`src/rtl/hash_packer.sv`:
```
// hash_packer: packs up to 8 message bytes into a 64-bit word for the
// combinational hasher, captures the hash, and presents result/len/trunc
// on a valid/ready output handshake. Bytes beyond the 8th are drained.
module hash_packer (
  input  logic        clk,
  input  logic        reset,
  input  logic [7:0]  in_byte,
  input  logic        in_valid,
  input  logic        in_last,
  output logic        in_ready,
  output logic [63:0] data,
  output logic [3:0]  data_len,
  input  logic [31:0] hash_in,
  output logic [31:0] out_hash,
  output logic [3:0]  out_len,
  output logic        out_trunc,
  output logic        out_valid,
  input  logic        out_ready
);

  typedef enum logic [1:0] {
    S_COLLECT = 2'd0,
    S_HASH    = 2'd1,
    S_OUT     = 2'd2,
    S_DRAIN   = 2'd3
  } state_t;

  state_t state, state_next;
  logic   trunc;
  logic   accept;

  assign accept = in_valid && in_ready;

  // State register
  always_ff @(posedge clk or posedge reset) begin
    if (reset) state <= S_COLLECT;
    else       state <= state_next;
  end

  // Next-state and handshake outputs, decoded from the current state only
  always_comb begin
    state_next = state;
    in_ready   = 1'b0;
    out_valid  = 1'b0;
    unique case (state)
      S_COLLECT: begin
        in_ready = 1'b1;
        if (in_valid && (in_last || data_len == 4'd7)) state_next = S_HASH;
      end
      S_HASH: begin
        state_next = S_OUT;
      end
      S_OUT: begin
        out_valid = 1'b1;
        if (out_ready) state_next = trunc ? S_DRAIN : S_COLLECT;
      end
      S_DRAIN: begin
        in_ready = 1'b1;
        if (in_valid && in_last) state_next = S_COLLECT;
      end
      default: state_next = S_COLLECT;
    endcase
  end

  // Packing datapath, truncation tracking and result capture
  always_ff @(posedge clk or posedge reset) begin
    if (reset) begin
      data      <= '0;
      data_len  <= '0;
      trunc     <= 1'b0;
      out_hash  <= '0;
      out_len   <= '0;
      out_trunc <= 1'b0;
    end else begin
      unique case (state)
        S_COLLECT: begin
          if (accept) begin
            // data_len is 0..7 while collecting, so its low 3 bits pick the lane
            data[{data_len[2:0], 3'b000} +: 8] <= in_byte;
            data_len <= data_len + 4'd1;
            if (data_len == 4'd7 && !in_last) trunc <= 1'b1;
          end
        end
        S_HASH: begin
          out_hash  <= hash_in;
          out_len   <= data_len;
          out_trunc <= trunc;
        end
        S_OUT: begin
          if (out_ready) begin
            data     <= '0;
            data_len <= '0;
          end
        end
        S_DRAIN: begin
          if (accept && in_last) trunc <= 1'b0;
        end
        default: ;
      endcase
    end
  end

endmodule
```
`config.mk`:
```
export PLATFORM = sky130hd
export DESIGN_NAME = hash_packer
export DESIGN_NICKNAME = d
export VERILOG_FILES = /design/src/rtl/hash_packer.sv
export SDC_FILE = /design/constraint.sdc
export NUM_CORES = 1
export LEC_CHECK = 0
export CORE_MARGIN = 5
export CORE_UTILIZATION = 65
export DETAILED_ROUTE_END_ITERATION = 12
export DONT_BUFFER_PORTS = 1
export HOLD_SLACK_MARGIN = 0.02
export PLACE_DENSITY_LB_ADDON = 0.2
export SLEW_MARGIN = 20
export SYNTH_ARGS = -nofsm -noshare
export SYNTH_HDL_FRONTEND = slang
export SYNTH_SLANG_ARGS = --single-unit
```
`constraint.sdc`:
```
create_clock -name clk -period 8.3 [get_ports clk]
set_input_delay 0.83 -clock clk [delete_from_list [all_inputs] [get_ports clk]]
set_output_delay 0.83 -clock clk [all_outputs]
set_load 0.02 [all_outputs]
```
==> results of run 1 <==
[cells by family (layout without fill, tap and decap cells)]
logic type	Yosys count	after routing	synth area share, %
AOI/OAI and AO/OA	48	48	5.73
adders and majority gates	8	8	2.18
buffers and inverters	32	26	3.03
DFF	108	108	58.9
muxes	71	71	16.5
and+or+nand+nor	120	120	13.6
[flip-flops by register name, indices dropped and copies added (netlist names)]
register / count
data: 64
data_len: 4
out_hash: 32
out_len: 4
out_trunc: 1
state: 2
trunc: 1
[area by class of cell]
type	instances	area [um^2]	area share (%)
Multi-Input combinational cell	247	1750	36.2
Clock buffer	10	138	2.85
Sequential cell	108	2700	55.9
Clock inverter	6	76.3	1.58
Timing Repair Buffer	2	15.0	0.310
Inverter	8	32.5	0.673
Tap cell	96	120	2.48
[how the worst max path moves through the flow]
stage                to  cells after the start
5_1_grt        data[23]                      6
3_5_place_dp   data[23]                      6
4_1_cts        data[17]                      6
3_3_place_gp   data[18]                      6
6_report       data[17]                      6
2_1_floorplan   data[0]                      1
[power by group]
group | internal, mW | switching, mW
combinational | 0.254 | 0.330
clock | 0.154 | 0.183
sequential | 0.743 | 0.449
total | 1.15 | 0.962
[critical path, cell delays in order, from the launching register on]
cell and delay, ns:
dfrtp_1 0.67, inv_1 0.14, ha_1 0.26, ha_1 0.36, or4b_1 0.49, nand4b_1 0.60
mux2i_1 0.33
[per-layer routing]
| metal | vias up | part of all wire [%] |
|---|---|---|
| met4 | 0 | 2.2 |
| met3 | 13 | 11 |
| met2 | 121 | 48 |
| met5 | - | 0 |
| met1 | 1440 | 40 |
| li1 | 1321 | - |
[cells in the final DEF, fill, tap and decap left out, types with 2 or more instances in the layout]
cell type,netlist,layout
a21oi_1,3,3
a31oi_1,2,2
and3b_1,3,3
buf_4,0,2
clkbuf_8,0,10
dfrtp_1,108,108
ha_1,8,7
inv_1,8,7
inv_6,0,3
mux2_2,38,38
mux2i_1,33,33
nand2_1,42,42
nand2b_1,10,10
nand3_1,36,35
nand4_1,5,5
nand4b_1,2,2
nor2_1,8,8
o21a_1,2,2
o21ai_0,37,37
or3_1,2,2
[through the flow]
step                setup slack [ns]  std cells  area [um^2]  hold WS [ns]  utilization (%)
finish                          5.36        477         4840         0.340             70.8
global route                    5.16        477         4840         0.372             70.8
CTS                             5.39        477         4840         0.358             70.8
detailed placement              5.40        461         4620         0.558             67.7
global placement                5.48        461         4620         0.541             67.7
floorplan                       4.62        387         4590         0.508                -
==> flow_summary_export.csv, run 1 <==
group,metric,value,unit
floorplan,die_y,94.0,um
place,io_buffers,0,
clocking,cts_hold_buffers,0,
route,drcViolationCount,0,
floorplan,pin_count,152,
clocking,cts_setup_buffers,0,
setup_path,crit_start,"data_len[0]",
route,route.detailed.wl_per_inst,21.5,um
setup_path,cp.arrival,3.23,ns
grt,first_global_vias,2908,
synth,avgSynthCellArea,11.8,um^2
synth,synth_warnings,0,
clocking,tritoncts,"built",
sta,fin_tns_setup,0,ns
sta,final-max-slew-violation-count,0,
clocking,cts_buffers,9,
clocking,numClockSinks,108,
synth,yosys.area.top_type,"dfrtp_1",
sta,fin_skew,0.0149,ns
route,antenna_left,0,
power,power_density,437,nW/um^2
grt,grt_util_met3,9.46,%
synth,syn-num-nets,440,
cells_and_area,layout.nets,429,
sta,rsz0062_at_grt,"no",
setup_path,reg2reg_from,"data_len[0]",
status,status,"finished clean",
floorplan,coreArea,6830,um^2
route,dr.pass1.iters,4,
floorplan,die_area,8840,um^2
setup_path,critPathKind,"flop to flop",
sta,hold_viol_final,0,
sta,relSlewSlack,40.5,%
sta,finalCritPeriodShare,35.4,%
grt,antenna_found_initial,0,
cells_and_area,nFillCells,500,
synth,synth_area_leaders,"dfrtp_1, mux2_2, mux2i_1",
clocking,clockBufferDepth,2,
synth,yosysTopAreaCellShare,58.9,%
clocking,clk_pin_slew_worst_paths,0.11,ns
setup_path,crit_required,8.59,ns
clocking,clk_latency,0.38,ns
clocking,cts_resized,0,
setup_path,worst-path-max-fanout,12,
synth,syn_area,4590,um^2
grt,grtUsageTotal,24.5,%
grt,grt_use_met2,36.2,%
cells_and_area,insertedDiodeCount,0,
setup_path,ff2ff_setup_slack,5.36,ns
power,leakagePower,2.29,nW
synth,synth-seq-cells,108,
floorplan,die_w,94.0,um
cells_and_area,syn_to_final_growth,5.46,%
clocking,clk_root_buffer_cell,"clkbuf_8",
place,hpwl,7250,um
grt,grt_use_met1,32.8,%
clocking,cts_max_level,3,
route,finalWirelength,10300,um
synth,synth_edf_count,0,
setup_path,cp-end-kind,"flop",
setup_path,r2r_cells,6,
synth,ys_seq_area_share,58.9,%
floorplan,rows,30,
grt,grt_pass1_wl,16400,um
setup_path,start_kind,"flop",
synth,synthesis.instances,387,
route,via_per_inst,6.07,
synth,yosysMostFrequentCell,"dfrtp_1",
synth,synth_common_cells,"dfrtp_1, nand2_1, mux2_2, o21ai_0, nand3_1",
place,globalplace.congestion,0.819,
route,drt_iter0_drc,180,
synth,async_flop_share,100,%
sta,tightest_slew,0.893,ns
cells_and_area,drive_gt1_share,16.8,%
setup_path,r2r-end,"data[17]",
sta,timing.fmax,340,MHz
floorplan,start_util,67.1,%
grt,overflow,0,
synth,synth.distinct_cells,37,
synth,synth_flop_cell,"dfrtp_1",
power,vdd_drop_max,0.227,mV
route,vias,2895,
flow_run,maxCapViolCount,0,
grt,grt_max_degree,71,
grt,busiest_layer,"met2",
sta,setup_viol,0,
power,power,2.11,mW
sta,period_minus_slack,2.94,ns
min_path,hp-class,"input pin to asynchronous set/reset pin",
Note: power is estimated with default switching activity, not from simulation.
==> inputs of run 2 (changes only) <==
CORE_UTILIZATION = 57   (was 65)
clock period = 2.4 ns   (was 8.3 ns; I/O delays follow)
==> run 2 against run 1 <==
Compared with the run above:
- clock-buffer cell count unchanged
- critical path depth stayed put
- clock power grew to 3.1 times the previous value
- flip-flop and latch count did not move
- cell area is 8.9% higher
- hold slack worse by 0.31 ns
- fmax rose by 29%
- cell count is 11% higher
- non-clock buffer count is 47 higher
- die area increased by 12%
- largest cell class unchanged
==> flow_summary_export.csv, run 2 (synthesized netlist as in run 1, its figures left out) <==
group,metric,value,unit
status,status,"finished clean",
floorplan,start_util,59.0,%
grt,first_global_vias,3194,
setup_path,cp-end-kind,"flop",
route,via_per_inst,5.82,
setup_path,critical_path.top_delay_family,"simple AND/OR/NAND/NOR gates",
clocking,clockBufferDepth,2,
sta,finalCritPeriodShare,94.7,%
setup_path,critPathKind,"flop to flop",
setup_path,path_buf_inv,1,
cells_and_area,top_register,"data",
clocking,numClockSinks,108,
setup_path,start_kind,"flop",
sta,period_minus_slack,2.27,ns
setup_path,critical_path.cell_chain,"inv_1, ha_1, nor2b_2, or3_1, or3_4, mux2i_1",
place,hpwl,7530,um
cells_and_area,mostFrequentLayoutCell,"dfrtp_1",
floorplan,pin_count,152,
sta,final-max-slew-violation-count,0,
cells_and_area,fin_area,5270,um^2
floorplan,die_w,99.7,um
place,globalplace.congestion,0.830,
floorplan,coreArea,7770,um^2
clocking,cts_setup_buffers,0,
flow_run,maxCapViolCount,0,
grt,grtUsageTotal,22.0,%
place,io_buffers,0,
floorplan,die_y,99.7,um
clocking,clk_pin_slew_worst_paths,0.11,ns
cells_and_area,final_cell_mix,"dfrtp_1, nand2_1, mux2_2, o21ai_0, nand3_1",
sta,timing.fmax,440,MHz
floorplan,die_area,9940,um^2
sta,setup_viol,0,
cells_and_area,largest_register_ff_count,64,
power,power_density,1400,nW/um^2
power,leakagePower,2.49,nW
setup_path,crit_required,2.64,ns
route,drcViolationCount,0,
route,route.detailed.wl_per_inst,20.5,um
route,vias,3079,
cells_and_area,drive_gt1_share,19.0,%
cells_and_area,insertedDiodeCount,0,
setup_path,cp.arrival,2.51,ns
setup_path,worst-path-max-fanout,8,
grt,grt_pass1_wl,17200,um
sta,hold_viol_final,0,
setup_path,cpMaxStageDelayCell,"or3_1",
sta,relSlewSlack,47.7,%
route,drt_iter0_drc,77,
sta,fin_skew,0.0166,ns
clocking,tritoncts,"built",
route,dr.pass1.iters,5,
floorplan,rows,32,
sta,rsz0062_at_grt,"no",
route,antenna_left,0,
grt,overflow,0,
sta,tightest_slew,0.783,ns
power,vdd_drop_max,0.615,mV
sta,fin_tns_setup,0,ns
clocking,clk_latency,0.37,ns
grt,antenna_found_initial,0,
min_path,hp-class,"input pin to flop",
place,dpl_cell_area,4780,um^2
cells_and_area,fin_cells,529,
cells_and_area,largestRegisters,"data (64), out_hash (32)",
clocking,cts_max_level,3,
clocking,cts_buffers,9,
sta,hold_slack,0.0294,ns
grt,grt_max_degree,55,
clocking,clk_root_buffer_cell,"clkbuf_8",
cells_and_area,syn_to_final_growth,14.9,%
setup_path,critical_path.max_stage_delay,0.51,ns
route,finalWirelength,10900,um
cells_and_area,layout.nets,476,
place,dp_cells,484,
-- run 2: final timing paths --
check / end / from / depth (start not counted) / slack, ns
hold / removal: data[59] / in_byte[3] / 2 / 0.03
hold reg to reg: trunc / trunc / 2 / 0.59
min in group asynchronous: out_hash[13] / reset / 2 / 0.50
setup / recovery: data[34] / state[0] / 6 / 0.13
max in group asynchronous: data[5] / reset / 3 / 1.18
setup reg to reg: data[34] / state[0] / 6 / 0.13
-- run 2: stage by stage --
step | power, mW | worst slack [ns] | util, %
2_1_floorplan | 5.64 | 0.0276 | -
3_3_place_gp | 6.23 | 0.210 | 61.6
3_5_place_dp | 6.35 | 0.129 | 61.6
4_1_cts | 7.41 | 0.119 | 67.8
5_1_grt | 7.84 | 0.0269 | 67.8
6_report | 7.37 | 0.127 | 67.8
-- run 2: routing by layer --
layer	vias up	global-route usage [%]	wire length, um
met5	-	0	0
met4	0	7.25	160
met2	115	37.0	5260
met1	1528	27.1	4450
li1	1420	-	-
met3	16	6.87	998
-- run 2: worst reg2reg max path: stages (launching register included) --
cell and delay (ns):
dfrtp_1 0.43, inv_1 0.11, ha_1 0.27, nor2b_2 0.18, or3_1 0.51, or3_4 0.50, mux2i_1 0.16
-- run 2: power breakdown --
part	internal, mW	switching [mW]	total [mW]
Sequential	2.57	1.51	4.08
Combinational	1.02	1.25	2.26
Clock	0.415	0.611	1.03
-- run 2: repair_timing --
action | 4_1_cts | 5_1_grt
hold endpoints to repair | 64 | 0
hold buffers | 30 | 0
gates resized for setup | 0 | 0
-- run 2: layout make-up --
cell class	count	area, um^2
inverters	8	33.8
fillers	564	2500
well taps	102	128
multi-input cells	247	1750
clock inverters	5	45.0
clock buffers	10	138
flip-flops and latches	108	2700
repair buffers	49	468
